$ cat config.mk
export PLATFORM = sky130hd
export DESIGN_NAME = key_debounce_flat
export DESIGN_NICKNAME = d
export VERILOG_FILES = /design/src/rtl/key_debounce_if.sv /design/src/rtl/key_debounce.sv /design/src/flat_wrapper.sv
export SDC_FILE = /design/constraint.sdc
export NUM_CORES = 1
export LEC_CHECK = 0
export BUFFER_PORTS_ARGS = -buffer_cell sky130_fd_sc_hd__buf_2
export CAP_MARGIN = 20
export CORE_MARGIN = 4
export CORE_UTILIZATION = 50
export CTS_BUF_LIST = sky130_fd_sc_hd__clkbuf_16
export DETAILED_ROUTE_END_ITERATION = 6
export HOLD_SLACK_MARGIN = 0.02
export PLACE_DENSITY = 0.69
export SYNTH_ARGS = -nofsm -noshare
export SYNTH_HDL_FRONTEND = slang
export SYNTH_SLANG_ARGS = --single-unit
$ cat constraint.sdc
create_clock -name CLK -period 2.9 [get_ports CLK]
set_input_delay 0.435 -clock CLK [delete_from_list [all_inputs] [get_ports CLK]]
set_output_delay 0.435 -clock CLK [all_outputs]
set_load 0.01 [all_outputs]
$ cat src/rtl/key_debounce_if.sv
// Key debounce signal bundle: raw pins in, debounced level and change pulses out.
// PRESS/RELEASE exist only when KEY_DB_EDGE_EN is defined.
interface key_debounce_if #(
  parameter int KEY_BITS = 4
);
  logic [KEY_BITS-1:0] KEY_RAW;
  logic [KEY_BITS-1:0] KEY_STABLE;
  logic                CHANGED;
`ifdef KEY_DB_EDGE_EN
  logic [KEY_BITS-1:0] PRESS;
  logic [KEY_BITS-1:0] RELEASE;

  modport master (output KEY_RAW, input KEY_STABLE, input CHANGED, input PRESS, input RELEASE);
  modport slave  (input KEY_RAW, output KEY_STABLE, output CHANGED, output PRESS, output RELEASE);
`else
  modport master (output KEY_RAW, input KEY_STABLE, input CHANGED);
  modport slave  (input KEY_RAW, output KEY_STABLE, output CHANGED);
`endif
endinterface

$ cat src/rtl/key_debounce.sv
// Per-key push-button debouncer: 2-flop sync, IDLE/COUNT FSM and counter per key.
// Define KEY_DB_EDGE_EN to add per-key PRESS/RELEASE pulses.
module key_debounce #(
  parameter int KEY_BITS  = 4,
  parameter int DB_CYCLES = 50000,
  parameter int CNT_BITS  = 16
) (
  input  logic          CLK,
  input  logic          RST,
  key_debounce_if.slave kif
);

  localparam logic [0:0] IDLE  = 1'b0;
  localparam logic [0:0] COUNT = 1'b1;
  localparam logic [CNT_BITS-1:0] CNT_LAST = CNT_BITS'(DB_CYCLES - 1);

  logic [KEY_BITS-1:0] sync1, sync2;
  logic [KEY_BITS-1:0] stable_q;
  logic [KEY_BITS-1:0] accept;
  logic [0:0]          state_q [KEY_BITS];
  logic [0:0]          state_d [KEY_BITS];
  logic [CNT_BITS-1:0] cnt_q   [KEY_BITS];
  logic [CNT_BITS-1:0] cnt_d   [KEY_BITS];
  logic                changed_q;

  always_ff @(posedge CLK or posedge RST) begin
    if (RST) begin
      sync1 <= '1;
      sync2 <= '1;
    end else begin
      sync1 <= kif.KEY_RAW;
      sync2 <= sync1;
    end
  end

  // Each key only ever looks at its own sample, level, state and counter.
  always_comb begin
    accept = '0;
    for (int unsigned i = 0; i < KEY_BITS; i++) begin
      state_d[i] = state_q[i];
      cnt_d[i]   = cnt_q[i];
      if (state_q[i] == IDLE) begin
        if (sync2[i] != stable_q[i]) begin
          state_d[i] = COUNT;
          cnt_d[i]   = CNT_BITS'(1);
        end else begin
          cnt_d[i]   = '0;
        end
      end else begin
        if (sync2[i] == stable_q[i]) begin
          state_d[i] = IDLE;
          cnt_d[i]   = '0;
        end else if (cnt_q[i] == CNT_LAST) begin
          accept[i]  = 1'b1;
          state_d[i] = IDLE;
          cnt_d[i]   = '0;
        end else begin
          cnt_d[i]   = cnt_q[i] + CNT_BITS'(1);
        end
      end
    end
  end

  always_ff @(posedge CLK or posedge RST) begin
    if (RST) begin
      for (int unsigned i = 0; i < KEY_BITS; i++) begin
        state_q[i] <= IDLE;
        cnt_q[i]   <= '0;
      end
      stable_q  <= '1;
      changed_q <= 1'b0;
    end else begin
      for (int unsigned i = 0; i < KEY_BITS; i++) begin
        state_q[i] <= state_d[i];
        cnt_q[i]   <= cnt_d[i];
      end
      stable_q  <= stable_q ^ accept;
      changed_q <= |accept;
    end
  end

  assign kif.KEY_STABLE = stable_q;
  assign kif.CHANGED    = changed_q;

`ifdef KEY_DB_EDGE_EN
  logic [KEY_BITS-1:0] press_q, release_q;

  // Active-low keys: an accepted bit whose old level was 1 is a press.
  always_ff @(posedge CLK or posedge RST) begin
    if (RST) begin
      press_q   <= '0;
      release_q <= '0;
    end else begin
      press_q   <= accept & stable_q;
      release_q <= accept & ~stable_q;
    end
  end

  assign kif.PRESS   = press_q;
  assign kif.RELEASE = release_q;
`endif

endmodule

$ cat src/flat_wrapper.sv
// flat-port wrapper written by rule: the top's interface ports become plain ports
module key_debounce_flat 
#(
  parameter int KEY_BITS  = 4,
  parameter int DB_CYCLES = 50000,
  parameter int CNT_BITS  = 16
)
  (CLK, RST, kif_KEY_RAW, kif_KEY_STABLE, kif_CHANGED);
  key_debounce_if #(.KEY_BITS(KEY_BITS)) kif_i ();
  input  logic CLK;
  input  logic RST;
  input wire logic [$bits(kif_i.KEY_RAW)-1:0] kif_KEY_RAW;
  output wire logic [$bits(kif_i.KEY_STABLE)-1:0] kif_KEY_STABLE;
  output wire logic [$bits(kif_i.CHANGED)-1:0] kif_CHANGED;
  assign kif_i.KEY_RAW = kif_KEY_RAW;
  assign kif_KEY_STABLE = kif_i.KEY_STABLE;
  assign kif_CHANGED = kif_i.CHANGED;
  key_debounce #(.KEY_BITS(KEY_BITS), .DB_CYCLES(DB_CYCLES), .CNT_BITS(CNT_BITS)) u_core (.CLK(CLK), .RST(RST), .kif(kif_i));
endmodule
-- Word level (Yosys, flattened, before mapping)
Index checks and enable logic that the tools add are counted.
- multiply operators: 0
- magnitude comparators: 0
- mux-type cells: 44
- bitwise logic cells: 1
- $add $sub $neg: 4
- reduce and logical (&&, ||, !) cells: 1
- divide/modulo/power cells: 0
- shift-type cells: 0
- equality and inequality tests: 12
- operator list (kind ; number):
    two-way mux 16 bit ; 12
    adder 16 x 1 -> 16 bit, second input constant ; 4
    == test 16 bit, second input constant ; 4
    two-way mux 1 bit ; 32
    == test 1 bit ; 4
    != test 1 bit ; 4
    OR reduction 4 bit ; 1
    bitwise XOR 4 bit ; 1
- bits in latches: 0
- input port bits: 6
- memory bits (writable): 0
- memories kept: 0
- output and inout port bits: 5
- word-level logic and storage cells: 74
- memory bits (read-only): 0
- bits in registers: 81

-- Longest topological paths before layout
- word-level depth: 5
- depth in mapped cells: 7

-- Least setup slack after synthesis
OpenSTA, ideal clock, no wires.
- path kind: reg2reg
- from: register u_core.cnt_q[10] (netlist name)
- to: register u_core.cnt_q[10] (netlist name)
- arrival: 1.804 ns
- cell stages (with the launch flop): 7
- setup slack: 0.978 ns
- cells stage by stage: dfrtp_1 -> or4b_1 -> or4_1 -> nand2b_1 -> buf_6 -> buf_12 -> nor2_1
- RTL lines (item ; line ; source):
    start, declared ; key_debounce.sv:22 ; logic [CNT_BITS-1:0] cnt_q [KEY_BITS];
    start signal, assigned by index ; key_debounce.sv:75 ; cnt_q[i] <= cnt_d[i];

==> results.py <==
metrics = {
    "finish": {
        "fin_area_sq_um": 4190,
        "areaGrowthSynthToFinish_pct": 11.0,
        "finalNetCount": 392,
        "drive_above_1_share_pct": 11.7,
        "num_antenna_cells": 0,
        "fill_cells": 645,
    },
    "pwr": {
        "p_leak_nw": 1.60,
        "powerDensity_nw_per_um2": 530,
        "ir_worst_vdd_mv": 0.424,
    },
    "worst_setup_path": {
        "worstPathRequired_ps": 3060,
        "rr_startpoint": "u_core.cnt_q[10]$_DFF_PP0_",
        "worstSetupStartpointType": "register",
        "r2r_slack_ps": 590,
        "r2r_end": "u_core.state_q[0]$_DFF_PP0_",
        "rr_worst_depth": 4,
        "criticalPathCategory": "register to register",
        "crit_path_end_kind": "register",
        "path_max_fanout": 16,
        "arrival_ps": 2470,
    },
    "routing": {
        "wl_mm": 6.19,
        "vias": 2528,
        "drt_iter0_drc": 114,
        "drc": 0,
        "routedWlPerCell_microns": 12.8,
        "postRouteAntennaNets": 0,
        "first_pass_iters": 4,
        "viasPerCell": 5.21,
    },
    "floorplan": {
        "fp-row-count": 31,
        "ios": 11,
        "die-area_sq_um": 9000,
        "die_w_microns": 94.9,
        "core_area_sq_um": 7290,
        "dieHeight_microns": 94.9,
        "start_util_pct": 51.7,
    },
    "clocking": {
        "postCtsSetupRepairBufs": 0,
        "clock_path_buffers": 2,
        "path_clk_slew_ps": 50,
        "h-tree-depth": 3,
        "root_buffer": "clkbuf_16",
        "post_cts_resized": 0,
        "numClockSinks": 81,
        "postCtsHoldBufs": 0,
        "cts_buffers": 9,
        "insertion_delay_ps": 330,
        "cts_tree": "done",
    },
    "timing": {
        "finClkSkew_ps": 10.4,
        "period_share_pct": 79.6,
        "fin_setup_tns_ps": 0,
        "post-route-min-period_ps": 2310,
        "finalHoldViolCount": 0,
        "worst_slew_pin_slew_ps": 593,
        "slew-limit-headroom_pct": 60.5,
        "maxSlewViolCount": 0,
        "setup_viol": 0,
        "clock.fmax_ghz": 0.433,
        "rsz0062_at_grt": "false",
    },
    "yosys": {
        "netlist_area_sq_um": 3770,
        "synthCells": 365,
        "synth.distinct_cells": 40,
        "synth_area_per_cell_sq_um": 10.3,
        "yosys_warnings": 0,
        "synth.ff_latch_count": 81,
        "yosysSeqAreaShare_pct": 54.1,
        "syn-num-nets": 375,
    },
    "global_routing": {
        "grt_pass1_wl_mm": 11.4,
        "grt_overflow": 0,
        "grt_pass1_vias": 2467,
        "grtUsageTotal_pct": 16.0,
        "antenna_found_initial": 0,
        "grt_max_degree": 63,
    },
    "run_status": {
        "status": "completed",
    },
    "place": {
        "place_area_sq_um": 3910,
        "port_buffers": 10,
        "dp_hpwl_mm": 4.13,
        "gp_congestion": 0.832,
    },
    "min_path": {
        "min_path_type": "input pin to asynchronous set/reset pin",
    },
    "job": {
        "drv_cap": 0,
    },
}
worst max-delay path by stage:
stage                                           from                     endpoint  cells past startpoint
after global placement    u_core.cnt_q[10]$_DFF_PP0_  u_core.state_q[0]$_DFF_PP0_                      4
final                     u_core.cnt_q[10]$_DFF_PP0_  u_core.state_q[0]$_DFF_PP0_                      4
after global routing      u_core.cnt_q[10]$_DFF_PP0_  u_core.state_q[0]$_DFF_PP0_                      4
after floorplan                                  RST    u_core.cnt_q[0]$_DFF_PP0_                      1
after detailed placement  u_core.cnt_q[10]$_DFF_PP0_  u_core.state_q[0]$_DFF_PP0_                      4
after CTS                 u_core.cnt_q[10]$_DFF_PP0_  u_core.state_q[0]$_DFF_PP0_                      4
routing by layer:
layer,part of all wire (%),global-route usage [%],wire (microns),vias to the layer above
met4,1.3,5.05,78,0
li1,-,-,-,1276
met3,3.4,3.90,211,6
met5,0,0,0,-
met1,51,22.6,3140,1208
met2,45,24.2,2760,38
registers in the layout (all words and copies together), names as in the netlist:
name	count
u_core.cnt_q	64
u_core.kif.KEY_STABLE	4
u_core.state_q	4
u_core.sync1	4
u_core.sync2	4
u_core.kif.CHANGED	1
final cells by class:
type                            count  area (sq um)  share of cell area (%)
Multi-Input combinational cell    259          1600                    38.2
Tap cell                           99           124                    2.96
Timing Repair Buffer               15           108                    2.57
Clock inverter                      6          27.5                   0.658
Sequential cell                    81          2040                    48.8
Inverter                           16          61.3                    1.46
Clock buffer                        9           225                    5.38
per-stage QoR:
stage / setup slack (ps) / utilization (%) / hold WS (ps) / instances / power (mW)
after global placement: 636 / 53.6 / 346 / 469 / 1.27
final: 592 / 57.4 / 27.0 / 485 / 2.22
after CTS: 553 / 57.0 / 206 / 484 / 2.25
after detailed placement: 574 / 53.6 / 348 / 469 / 1.28
after global routing: 401 / 57.4 / 24.5 / 485 / 2.33
after floorplan: 405 / - / 345 / 365 / 1.26
worst max-delay path: stages (launching register included):
cell and delay (ps):
dfrtp_1 430, or4b_1 510, or4_1 550, nand2b_1 460, o21ai_0 190
synthesized netlist by cell type:
cell / n / area [sq um]
o21ai_0: 4 / 20.0
buf_12: 1 / 20.0
a21oi_1: 4 / 20.0
nand2b_1: 5 / 31.3
nand4b_1: 1 / 8.76
ha_1: 4 / 50.1
or4b_1: 2 / 20.0
or2_2: 2 / 12.5
buf_2: 2 / 10.0
nand2_1: 14 / 52.6
nor4bb_1: 2 / 20.0
nor4_2: 2 / 25.0
xnor2_1: 50 / 438
a21boi_0: 1 / 7.51
inv_1: 16 / 60.1
or3b_2: 1 / 8.76
o31ai_1: 1 / 7.51
o22ai_1: 2 / 12.5
buf_4: 1 / 7.51
buf_6: 2 / 22.5
or4b_2: 1 / 10.0
or4_1: 5 / 37.5
or4bb_1: 2 / 22.5
and3_1: 2 / 12.5
nor3_1: 16 / 80.1
nand3_1: 18 / 90.1
clkbuf_1: 3 / 11.3
nor2b_1: 2 / 12.5
dfrtp_1: 69 / 1730
xor2_1: 11 / 96.3
dfstp_2: 12 / 315
nor2_1: 69 / 259
o41ai_1: 1 / 8.76
or2_0: 2 / 12.5
o21a_1: 1 / 7.51
nor4b_1: 1 / 8.76
nand4_1: 15 / 93.8
nor4_1: 15 / 93.8
and2_1: 1 / 6.26
or3_1: 2 / 12.5
cells in the final DEF (no fill, tap or decap), types with 2 or more instances in the layout:
| cell | netlist | routed |
|---|---|---|
| or3_1 | 2 | 2 |
| nor4_1 | 15 | 15 |
| xor2_1 | 11 | 11 |
| nor2_1 | 69 | 69 |
| clkinv_1 | 0 | 3 |
| or4bb_1 | 2 | 2 |
| buf_2 | 2 | 10 |
| nand2b_1 | 5 | 5 |
| nand2_1 | 14 | 14 |
| or4b_1 | 2 | 2 |
| dfstp_2 | 12 | 12 |
| or4_1 | 5 | 5 |
| and3_1 | 2 | 2 |
| buf_4 | 1 | 4 |
| xnor2_1 | 50 | 50 |
| inv_1 | 16 | 16 |
| o22ai_1 | 2 | 2 |
| nand3_1 | 18 | 18 |
| nor3_1 | 16 | 16 |
| clkinv_2 | 0 | 2 |
| nand4_1 | 15 | 15 |
| ha_1 | 4 | 4 |
| nor4bb_1 | 2 | 2 |
| dfrtp_1 | 69 | 69 |
| a21oi_1 | 4 | 4 |
| clkbuf_16 | 0 | 9 |
| nor4_2 | 2 | 2 |
| o21ai_0 | 4 | 4 |
| or2_2 | 2 | 2 |
| or2_0 | 2 | 2 |
| nor2b_1 | 2 | 2 |
power by group:
part	internal [mW]	total (mW)	switching [mW]
clock	0.560	0.959	0.399
combinational	0.0280	0.0845	0.0564
sequential	1.16	1.18	0.0169
total	1.75	2.22	0.473
cells by family (layout without fill, tap and decap cells):
logic type / after synthesis / count (layout) / share of synthesized area (%)
and+or+nand+nor: 180 / 180 / 24.7
DFF: 81 / 81 / 54.1
xor gates and xnor gates: 61 / 61 / 14.2
buffers and inverters: 25 / 46 / 3.48
AOI/OAI and AO/OA: 14 / 14 / 2.22
adders and majority gates: 4 / 4 / 1.33
(Power assumes the default switching activity.)
